File: src/rtl/riscv_pkg.sv
// rtl/riscv_pkg.sv - RV32I subset opcodes, funct fields, ALU op encoding and control bundle
package riscv_pkg;

  localparam logic [6:0] OP_R      = 7'b0110011;
  localparam logic [6:0] OP_IMM    = 7'b0010011;
  localparam logic [6:0] OP_LOAD   = 7'b0000011;
  localparam logic [6:0] OP_STORE  = 7'b0100011;
  localparam logic [6:0] OP_BRANCH = 7'b1100011;
  localparam logic [6:0] OP_JAL    = 7'b1101111;
  localparam logic [6:0] OP_LUI    = 7'b0110111;

  localparam logic [2:0] F3_ADD_SUB = 3'b000;
  localparam logic [2:0] F3_SLL     = 3'b001;
  localparam logic [2:0] F3_SLT     = 3'b010;
  localparam logic [2:0] F3_XOR     = 3'b100;
  localparam logic [2:0] F3_SRL_SRA = 3'b101;
  localparam logic [2:0] F3_OR      = 3'b110;
  localparam logic [2:0] F3_AND     = 3'b111;
  localparam logic [2:0] F3_BEQ     = 3'b000;
  localparam logic [2:0] F3_BNE     = 3'b001;

  localparam logic [6:0] F7_BASE = 7'b0000000;
  localparam logic [6:0] F7_ALT  = 7'b0100000;

  typedef enum logic [3:0] {
    ALU_ADD, ALU_SUB, ALU_AND, ALU_OR, ALU_XOR,
    ALU_SLL, ALU_SRL, ALU_SRA, ALU_SLT, ALU_PASSB
  } alu_op_e;

  typedef struct packed {
    logic    reg_write;
    logic    mem_read;
    logic    mem_write;
    logic    mem_to_reg;
    logic    branch;
    logic    branch_ne;
    logic    jump;
    logic    alu_src;
    alu_op_e alu_op;
  } ctrl_t;

  // alt is funct7[5]; callers mask it for I-type where only srai uses it
  function automatic alu_op_e alu_op_decode(input logic [2:0] funct3, input logic alt);
    case (funct3)
      F3_ADD_SUB: return alt ? ALU_SUB : ALU_ADD;
      F3_SLL:     return ALU_SLL;
      F3_SLT:     return ALU_SLT;
      F3_XOR:     return ALU_XOR;
      F3_SRL_SRA: return alt ? ALU_SRA : ALU_SRL;
      F3_OR:      return ALU_OR;
      F3_AND:     return ALU_AND;
      default:    return ALU_ADD;
    endcase
  endfunction

endpackage

File: src/rtl/id_ex_stage_if.sv
// rtl/id_ex_stage_if.sv - ID/EX register outputs handed to the EX stage
interface id_ex_stage_if
  import riscv_pkg::*;
#(
  parameter int PC_BITS = 10,
  parameter int XLEN    = 32
);
  logic               RegWrite_E;
  logic               MemRead_E;
  logic               MemWrite_E;
  logic               MemToReg_E;
  logic               Branch_E;
  logic               BranchNe_E;
  logic               Jump_E;
  logic               ALUSrc_E;
  alu_op_e            ALUOp_E;
  logic [XLEN-1:0]    rs1_data_E;
  logic [XLEN-1:0]    rs2_data_E;
  logic [XLEN-1:0]    imm_E;
  logic [4:0]         rs1_E;
  logic [4:0]         rs2_E;
  logic [4:0]         rd_E;
  logic [PC_BITS-1:0] pc_E;

  modport master (
    output RegWrite_E, MemRead_E, MemWrite_E, MemToReg_E, Branch_E, BranchNe_E,
           Jump_E, ALUSrc_E, ALUOp_E, rs1_data_E, rs2_data_E, imm_E, rs1_E, rs2_E,
           rd_E, pc_E
  );

  modport slave (
    input RegWrite_E, MemRead_E, MemWrite_E, MemToReg_E, Branch_E, BranchNe_E,
          Jump_E, ALUSrc_E, ALUOp_E, rs1_data_E, rs2_data_E, imm_E, rs1_E, rs2_E,
          rd_E, pc_E
  );
endinterface

File: src/rtl/reg_file.sv
// rtl/reg_file.sv - 2R1W register file, x0 reads zero; RF_BYPASS_EN makes reads write-first
module reg_file #(
  parameter int NUM_REGS = 32,
  parameter int XLEN     = 32
) (
  input  logic            clk,
  input  logic            we_i,
  input  logic [4:0]      waddr_i,
  input  logic [XLEN-1:0] wdata_i,
  input  logic [4:0]      raddr1_i,
  input  logic [4:0]      raddr2_i,
  output logic [XLEN-1:0] rdata1_o,
  output logic [XLEN-1:0] rdata2_o
);
  logic [XLEN-1:0] mem_q [NUM_REGS];

  always_ff @(posedge clk) begin
    if (we_i && waddr_i != 5'd0) mem_q[waddr_i] <= wdata_i;
  end

  always_comb begin
    rdata1_o = (raddr1_i == 5'd0) ? '0 : mem_q[raddr1_i];
    rdata2_o = (raddr2_i == 5'd0) ? '0 : mem_q[raddr2_i];
`ifdef RF_BYPASS_EN
    if (we_i && waddr_i != 5'd0 && waddr_i == raddr1_i) rdata1_o = wdata_i;
    if (we_i && waddr_i != 5'd0 && waddr_i == raddr2_i) rdata2_o = wdata_i;
`endif
  end
endmodule

File: src/rtl/id_ex_stage.sv
// rtl/id_ex_stage.sv - RV32I decode, immediate gen, load-use stall and ID/EX register
module id_ex_stage
  import riscv_pkg::*;
#(
  parameter int PC_BITS  = 10,
  parameter int XLEN     = 32,
  parameter int NUM_REGS = 32
) (
  input  logic               clk,
  input  logic               reset_n,
  input  logic [31:0]        instruction_D,
  input  logic [PC_BITS-1:0] current_pc_D,
  input  logic               flush_E,
  input  logic               wb_RegWrite,
  input  logic [4:0]         wb_rd,
  input  logic [XLEN-1:0]    wb_data,
  output logic               PCWrite,
  output logic               IF_ID_Write,
  id_ex_stage_if.master      ex
);
  logic [6:0]      opcode;
  logic [2:0]      funct3;
  logic [4:0]      rs1, rs2, rd;
  logic [XLEN-1:0] rs1_data, rs2_data;
  logic [31:0]     imm_i, imm_s, imm_b, imm_j, imm_u, imm32;
  ctrl_t           ctrl_dec;
  logic            uses_rs2, hazard;

  ctrl_t              ctrl_q, ctrl_d;
  logic [XLEN-1:0]    rs1_data_q, rs1_data_d, rs2_data_q, rs2_data_d, imm_q, imm_d;
  logic [4:0]         rs1_q, rs1_d, rs2_q, rs2_d, rd_q, rd_d;
  logic [PC_BITS-1:0] pc_q, pc_d;

  assign opcode = instruction_D[6:0];
  assign funct3 = instruction_D[14:12];
  assign rs1    = instruction_D[19:15];
  assign rs2    = instruction_D[24:20];
  assign rd     = instruction_D[11:7];

  assign imm_i = {{20{instruction_D[31]}}, instruction_D[31:20]};
  assign imm_s = {{20{instruction_D[31]}}, instruction_D[31:25], instruction_D[11:7]};
  assign imm_b = {{19{instruction_D[31]}}, instruction_D[31], instruction_D[7],
                  instruction_D[30:25], instruction_D[11:8], 1'b0};
  assign imm_j = {{11{instruction_D[31]}}, instruction_D[31], instruction_D[19:12],
                  instruction_D[20], instruction_D[30:21], 1'b0};
  assign imm_u = {instruction_D[31:12], 12'b0};

  reg_file #(.NUM_REGS(NUM_REGS), .XLEN(XLEN)) u_reg_file (
    .clk      (clk),
    .we_i     (wb_RegWrite),
    .waddr_i  (wb_rd),
    .wdata_i  (wb_data),
    .raddr1_i (rs1),
    .raddr2_i (rs2),
    .rdata1_o (rs1_data),
    .rdata2_o (rs2_data)
  );

  always_comb begin
    ctrl_d_default: begin end
    ctrl_dec = '0;
    imm32    = '0;
    uses_rs2 = 1'b0;
    case (opcode)
      OP_R: begin
        ctrl_dec.reg_write = 1'b1;
        ctrl_dec.alu_op    = alu_op_decode(funct3, instruction_D[30]);
        uses_rs2           = 1'b1;
      end
      OP_IMM: begin
        ctrl_dec.reg_write = 1'b1;
        ctrl_dec.alu_src   = 1'b1;
        // bit 30 is immediate data except on the shift-right encoding
        ctrl_dec.alu_op    = alu_op_decode(funct3, (funct3 == F3_SRL_SRA) && instruction_D[30]);
        imm32              = imm_i;
      end
      OP_LOAD: begin
        ctrl_dec.reg_write  = 1'b1;
        ctrl_dec.mem_read   = 1'b1;
        ctrl_dec.mem_to_reg = 1'b1;
        ctrl_dec.alu_src    = 1'b1;
        ctrl_dec.alu_op     = ALU_ADD;
        imm32               = imm_i;
      end
      OP_STORE: begin
        ctrl_dec.mem_write = 1'b1;
        ctrl_dec.alu_src   = 1'b1;
        ctrl_dec.alu_op    = ALU_ADD;
        imm32              = imm_s;
        uses_rs2           = 1'b1;
      end
      OP_BRANCH: begin
        ctrl_dec.branch    = (funct3 == F3_BEQ);
        ctrl_dec.branch_ne = (funct3 == F3_BNE);
        ctrl_dec.alu_op    = ALU_SUB;
        imm32              = imm_b;
        uses_rs2           = 1'b1;
      end
      OP_JAL: begin
        ctrl_dec.reg_write = 1'b1;
        ctrl_dec.jump      = 1'b1;
        ctrl_dec.alu_op    = ALU_ADD;
        imm32              = imm_j;
      end
      OP_LUI: begin
        ctrl_dec.reg_write = 1'b1;
        ctrl_dec.alu_src   = 1'b1;
        ctrl_dec.alu_op    = ALU_PASSB;
        imm32              = imm_u;
      end
      default: ;
    endcase
  end

  assign hazard = ctrl_q.mem_read && (rd_q != 5'd0) &&
                  ((rd_q == rs1) || (uses_rs2 && (rd_q == rs2)));

  // a taken branch squashes the ID instruction, so stalling it would be pointless
  assign PCWrite     = flush_E || !hazard;
  assign IF_ID_Write = flush_E || !hazard;

  always_comb begin
    ctrl_d     = '0;
    rs1_data_d = '0;
    rs2_data_d = '0;
    imm_d      = '0;
    rs1_d      = '0;
    rs2_d      = '0;
    rd_d       = '0;
    pc_d       = '0;
    if (!flush_E && !hazard) begin
      ctrl_d     = ctrl_dec;
      rs1_data_d = rs1_data;
      rs2_data_d = rs2_data;
      imm_d      = XLEN'($signed(imm32));
      rs1_d      = rs1;
      rs2_d      = rs2;
      rd_d       = rd;
      pc_d       = current_pc_D;
    end
  end

  always_ff @(posedge clk or negedge reset_n) begin
    if (!reset_n) begin
      ctrl_q     <= '0;
      rs1_data_q <= '0;
      rs2_data_q <= '0;
      imm_q      <= '0;
      rs1_q      <= '0;
      rs2_q      <= '0;
      rd_q       <= '0;
      pc_q       <= '0;
    end else begin
      ctrl_q     <= ctrl_d;
      rs1_data_q <= rs1_data_d;
      rs2_data_q <= rs2_data_d;
      imm_q      <= imm_d;
      rs1_q      <= rs1_d;
      rs2_q      <= rs2_d;
      rd_q       <= rd_d;
      pc_q       <= pc_d;
    end
  end

  assign ex.RegWrite_E = ctrl_q.reg_write;
  assign ex.MemRead_E  = ctrl_q.mem_read;
  assign ex.MemWrite_E = ctrl_q.mem_write;
  assign ex.MemToReg_E = ctrl_q.mem_to_reg;
  assign ex.Branch_E   = ctrl_q.branch;
  assign ex.BranchNe_E = ctrl_q.branch_ne;
  assign ex.Jump_E     = ctrl_q.jump;
  assign ex.ALUSrc_E   = ctrl_q.alu_src;
  assign ex.ALUOp_E    = ctrl_q.alu_op;
  assign ex.rs1_data_E = rs1_data_q;
  assign ex.rs2_data_E = rs2_data_q;
  assign ex.imm_E      = imm_q;
  assign ex.rs1_E      = rs1_q;
  assign ex.rs2_E      = rs2_q;
  assign ex.rd_E       = rd_q;
  assign ex.pc_E       = pc_q;
endmodule

File: src/flat_wrapper.sv
// flat-port wrapper written by rule: the top's interface ports become plain ports
module id_ex_stage_flat import riscv_pkg::*;
#(
  parameter int PC_BITS  = 10,
  parameter int XLEN     = 32,
  parameter int NUM_REGS = 32
)
  (clk, reset_n, instruction_D, current_pc_D, flush_E, wb_RegWrite, wb_rd, wb_data, PCWrite, IF_ID_Write, ex_RegWrite_E, ex_MemRead_E, ex_MemWrite_E, ex_MemToReg_E, ex_Branch_E, ex_BranchNe_E, ex_Jump_E, ex_ALUSrc_E, ex_ALUOp_E, ex_rs1_data_E, ex_rs2_data_E, ex_imm_E, ex_rs1_E, ex_rs2_E, ex_rd_E, ex_pc_E);
  id_ex_stage_if #(.PC_BITS(PC_BITS), .XLEN(XLEN)) ex_i ();
  input  logic clk;
  input  logic reset_n;
  input  logic [31:0] instruction_D;
  input  logic [PC_BITS-1:0] current_pc_D;
  input  logic flush_E;
  input  logic wb_RegWrite;
  input  logic [4:0] wb_rd;
  input  logic [XLEN-1:0] wb_data;
  output logic PCWrite;
  output logic IF_ID_Write;
  output wire logic [$bits(ex_i.RegWrite_E)-1:0] ex_RegWrite_E;
  output wire logic [$bits(ex_i.MemRead_E)-1:0] ex_MemRead_E;
  output wire logic [$bits(ex_i.MemWrite_E)-1:0] ex_MemWrite_E;
  output wire logic [$bits(ex_i.MemToReg_E)-1:0] ex_MemToReg_E;
  output wire logic [$bits(ex_i.Branch_E)-1:0] ex_Branch_E;
  output wire logic [$bits(ex_i.BranchNe_E)-1:0] ex_BranchNe_E;
  output wire logic [$bits(ex_i.Jump_E)-1:0] ex_Jump_E;
  output wire logic [$bits(ex_i.ALUSrc_E)-1:0] ex_ALUSrc_E;
  output wire logic [$bits(ex_i.ALUOp_E)-1:0] ex_ALUOp_E;
  output wire logic [$bits(ex_i.rs1_data_E)-1:0] ex_rs1_data_E;
  output wire logic [$bits(ex_i.rs2_data_E)-1:0] ex_rs2_data_E;
  output wire logic [$bits(ex_i.imm_E)-1:0] ex_imm_E;
  output wire logic [$bits(ex_i.rs1_E)-1:0] ex_rs1_E;
  output wire logic [$bits(ex_i.rs2_E)-1:0] ex_rs2_E;
  output wire logic [$bits(ex_i.rd_E)-1:0] ex_rd_E;
  output wire logic [$bits(ex_i.pc_E)-1:0] ex_pc_E;
  assign ex_RegWrite_E = ex_i.RegWrite_E;
  assign ex_MemRead_E = ex_i.MemRead_E;
  assign ex_MemWrite_E = ex_i.MemWrite_E;
  assign ex_MemToReg_E = ex_i.MemToReg_E;
  assign ex_Branch_E = ex_i.Branch_E;
  assign ex_BranchNe_E = ex_i.BranchNe_E;
  assign ex_Jump_E = ex_i.Jump_E;
  assign ex_ALUSrc_E = ex_i.ALUSrc_E;
  assign ex_ALUOp_E = ex_i.ALUOp_E;
  assign ex_rs1_data_E = ex_i.rs1_data_E;
  assign ex_rs2_data_E = ex_i.rs2_data_E;
  assign ex_imm_E = ex_i.imm_E;
  assign ex_rs1_E = ex_i.rs1_E;
  assign ex_rs2_E = ex_i.rs2_E;
  assign ex_rd_E = ex_i.rd_E;
  assign ex_pc_E = ex_i.pc_E;
  id_ex_stage #(.PC_BITS(PC_BITS), .XLEN(XLEN), .NUM_REGS(NUM_REGS)) u_core (.clk(clk), .reset_n(reset_n), .instruction_D(instruction_D), .current_pc_D(current_pc_D), .flush_E(flush_E), .wb_RegWrite(wb_RegWrite), .wb_rd(wb_rd), .wb_data(wb_data), .PCWrite(PCWrite), .IF_ID_Write(IF_ID_Write), .ex(ex_i));
endmodule
File: config.mk
export PLATFORM = sky130hd
export DESIGN_NAME = id_ex_stage_flat
export DESIGN_NICKNAME = d
export VERILOG_FILES = /design/src/rtl/riscv_pkg.sv /design/src/rtl/id_ex_stage_if.sv /design/src/rtl/reg_file.sv /design/src/rtl/id_ex_stage.sv /design/src/flat_wrapper.sv
export SDC_FILE = /design/constraint.sdc
export NUM_CORES = 1
export LEC_CHECK = 0
export BUFFER_PORTS_ARGS = -buffer_cell sky130_fd_sc_hd__buf_2
export CORE_ASPECT_RATIO = 0.9
export CORE_MARGIN = 1.5
export CORE_UTILIZATION = 60
export DETAILED_ROUTE_END_ITERATION = 8
export GPL_TIMING_DRIVEN = 1
export PLACE_DENSITY = 0.78
export REMOVE_ABC_BUFFERS = 1
export SLEW_MARGIN = 30
export SYNTH_ARGS = -nofsm -noshare
export SYNTH_HDL_FRONTEND = slang
export SYNTH_SLANG_ARGS = --single-unit
File: constraint.sdc
create_clock -name clk -period 4.22 [get_ports clk]
set_clock_uncertainty 0.1 [all_clocks]
set_input_delay 0.633 -clock clk [delete_from_list [all_inputs] [get_ports clk]]
set_output_delay 0.633 -clock clk [all_outputs]
set_load 0.02 [all_outputs]
==> results_dict.tcl <==
set metrics [dict create \
    dieArea_sq_um 89400 \
    grt_use_met3_pct 10.6 \
    area.growth.synth_to_final_pct 13.2 \
    finalCritPeriodShare_pct 76.3 \
    finalNonFillerCells 4595 \
    syn-cell-area_sq_um 52600 \
    antenna_found_initial 5 \
    routed_wl_um 164000 \
    crit_start "u_core.ex.rd_E[1]$_DFF_PN0_" \
    worst_hold_startpoint "current_pc_D[7]" \
    peakVddDrop_v 0.000320 \
    r2r_start "u_core.ex.rd_E[1]$_DFF_PN0_" \
    grt_max_degree 78 \
    leakagePower_uw 0.0211 \
    use_met2_pct 54.9 \
    drt-initial-drc-count 5757 \
    route.detailed.drc 0 \
    core-area_sq_um 86400 \
    regArea_sq_um 34100 \
    die_h_um 284 \
    syn_inst 3130 \
    overflow 0 \
    grt_pass1_wl_um 236000 \
    numPortBuffers 217 \
    place_inst 4373 \
    vias 34991 \
    synth_cell_types 52 \
    cap_violations 0 \
    gr-usage-met1_pct 49.8 \
    cp.required_ps 3490 \
    drtAntennaViolNets 0 \
    finalCriticalPeriod_ps 3220 \
    start_util_pct 60.8 \
    crit_path_start_kind "register" \
    relSlewSlack_pct 33.0 \
    cts_resized 0 \
    status "finished clean" \
    htree_levels 3 \
    yosysSeqAreaShare_pct 64.8 \
    synthFlopType "edfxtp_1" \
    synth_edf_count 1024 \
    final_max_slew_viol_count 0 \
    yosysTopAreaCellShare_pct 58.5 \
    drt-pass1-iter-count 6 \
    max_freq_ghz 0.311 \
    first_global_vias 35531 \
    clockBufferDepth 3 \
    dp_hpwl_um 91700 \
    synthArstFlopShare_pct 11.4 \
    syn_avg_cell_area_sq_um 16.8 \
    ys_warn_count 0 \
    r2r_slack_ps 1320 \
    layout-drive-gt1-share_pct 24.8 \
    worstRegToRegCells 6 \
    clock_sinks 1156 \
    endpoint_kind "output port" \
    crit_path_max_fanout 4 \
    rsz0062_at_grt "false" \
    synth-seq-cells 1156 \
    clk_latency_ps 710 \
    final-hold-violation-count 0 \
    r2r-end "u_core.ex.rs2_data_E[8]$_DFF_PN0_" \
    yosys.area.top_type "edfxtp_1" \
    wl_per_cell_um 35.8 \
    clkTransAtPathRegs_ps 60 \
    cp.arrival_ps 2490 \
    fin_area_sq_um 59500 \
    placed_area_sq_um 55600 \
    nFillCells 5395 \
    worst_slew_pin_slew_ps 1000 \
    setup-violations-final 0 \
    timing.hold.ws_ps 48.6 \
    grt_util_all_layers_pct 36.6 \
    pin_count 218 \
    fp.dieW_um 315 \
    ys_top_cells_by_area "edfxtp_1 59%, mux4_2 11%, mux2i_1 9.8%" \
    num_rows 102 \
    cts_buffers 115 \
    nets 3430 \
    power_density_nw_per_um2 430 \
    setup.worst_path.end "PCWrite" \
    grt.busiest_layer "met2" \
    avgViaCountPerCell 7.62 \
    cts_root_buffer "clkbuf_16" \
    power_uw 25600 \
    hold_class "in2reg" \
    multiInputGateArea_sq_um 17600 \
    cts_tree "built" \
    path_class "reg2out" \
    gp_congestion 0.902 \
]
## layer usage
layer | part of all wire, % | vias to the layer above
li1 | - | 13537
met1 | 35 | 17574
met2 | 45 | 3249
met3 | 15 | 627
met4 | 5.2 | 4
met5 | 0.014 | -
## report_power, final
part | switching, uW | total [uW] | internal (uW)
registers | 129 | 12800 | 12700
clock network | 4400 | 10500 | 6080
logic | 1460 | 2290 | 836
total | 5980 | 25600 | 19600
## how the worst min path moves through the flow
stage | to | slack, ps | cells past startpoint
detailed placement | u_core.ex.rs1_E[2]$_DFF_PN0_ | 610 | 1
floorplan | u_core.ex.ALUOp_E[0]$_DFF_PN0_ | 240 | 0
finish | u_core.ex.pc_E[7]$_DFF_PN0_ | 50 | 3
CTS | u_core.ex.pc_E[9]$_DFF_PN0_ | 30 | 3
global placement | u_core.ex.rs1_E[2]$_DFF_PN0_ | 620 | 1
global route | u_core.ex.pc_E[4]$_DFF_PN0_ | 50 | 3
## cell families after synthesis
kind of cell | Yosys count | synth area share, %
AOI/OAI and AO/OA | 554 | 7.79
xor gates and xnor gates | 10 | 0.167
buffers and inverters | 293 | 2.43
DFF | 1156 | 64.8
muxes | 768 | 20.7
other | 1 | 0.00714
and+or+nand+nor | 348 | 4.09
## metrics by stage
step | setup WS (ps) | setup TNS, ps | util (%)
after floorplan | -801 | -48860 | -
after global placement | 979 | 0 | 64.4
after detailed placement | 951 | 0 | 64.4
after CTS | 952 | 0 | 68.8
after global routing | 862 | 0 | 68.8
final | 1000 | 0 | 68.9
## layout by cell type (no fill, tap or decap), types with 28 or more instances in the layout
cell type / netlist / layout
clkinv_2: 0 / 28
nor2_4: 0 / 29
dfrtp_1: 132 / 132
mux2i_1: 512 / 512
a22oi_1: 68 / 68
and4bb_2: 37 / 37
nor2_1: 71 / 41
clkbuf_16: 0 / 118
buf_4: 2 / 91
buf_2: 86 / 208
buf_12: 0 / 32
a221o_1: 64 / 64
a221oi_1: 192 / 192
edfxtp_1: 1024 / 1024
clkinv_1: 2 / 29
a31oi_1: 68 / 68
conb_1: 1 / 32
nand3_1: 72 / 72
o21ai_0: 132 / 132
mux4_2: 256 / 256
nor3_1: 73 / 69
## state kept, by name, summed over array words and instances, names as in the netlist, 4 cells and up
signal,cells
u_core.ex.rs2_E,5
u_core.u_reg_file.mem_q,1024
u_core.ex.ALUOp_E,4
u_core.ex.rs1_data_E,32
u_core.ex.imm_E,32
u_core.ex.rd_E,5
u_core.ex.rs1_E,5
u_core.ex.rs2_data_E,32
u_core.ex.pc_E,10
## timing repair
item                      4_1_cts  5_1_grt
hold endpoints to repair       58        0
setup buffers                   0        0
hold buffers                    1        0
## cells in the mapped netlist, types with 2 or more instances
master    count
a21oi_1      22
a221o_1      64
a221oi_1    192
a22oi_1      68
a31oi_1      68
and2_1        3
and4_1        2
and4bb_2     37
buf_1        16
buf_2        86
buf_4         2
buf_6         8
clkbuf_1    156
clkinv_1      2
dfrtp_1     132
edfxtp_1   1024
inv_1        23
mux2i_1     512
mux4_2      256
nand2_1      29
nand2b_1      4
nand3_1      72
nand4_1       2
nor2_1       71
nor2b_1       5
nor3_1       73
nor3b_1       8
nor4_1        2
nor4bb_1     27
o21ai_0     132
or2_2         3
xnor2_1       5
xor2_1        5
## worst max-delay path, stage by stage, from the launching register on
cell	delay, ps
dfrtp_1	430
or4_1	540
o21a_1	210
and4_4	150
a31oi_1	140
or2_2	150
buf_2	160
## layout make-up
class	count	area share (%)
sequential	1156	57.2
multi-input combinational	1712	29.6
clock buffer	143	5.19
timing repair buffer	337	4.10
tap	1144	2.41
clock inverter	76	1.27
inverter	25	0.162
antenna	2	0.00841
Note: power is estimated with default switching activity, not from simulation.
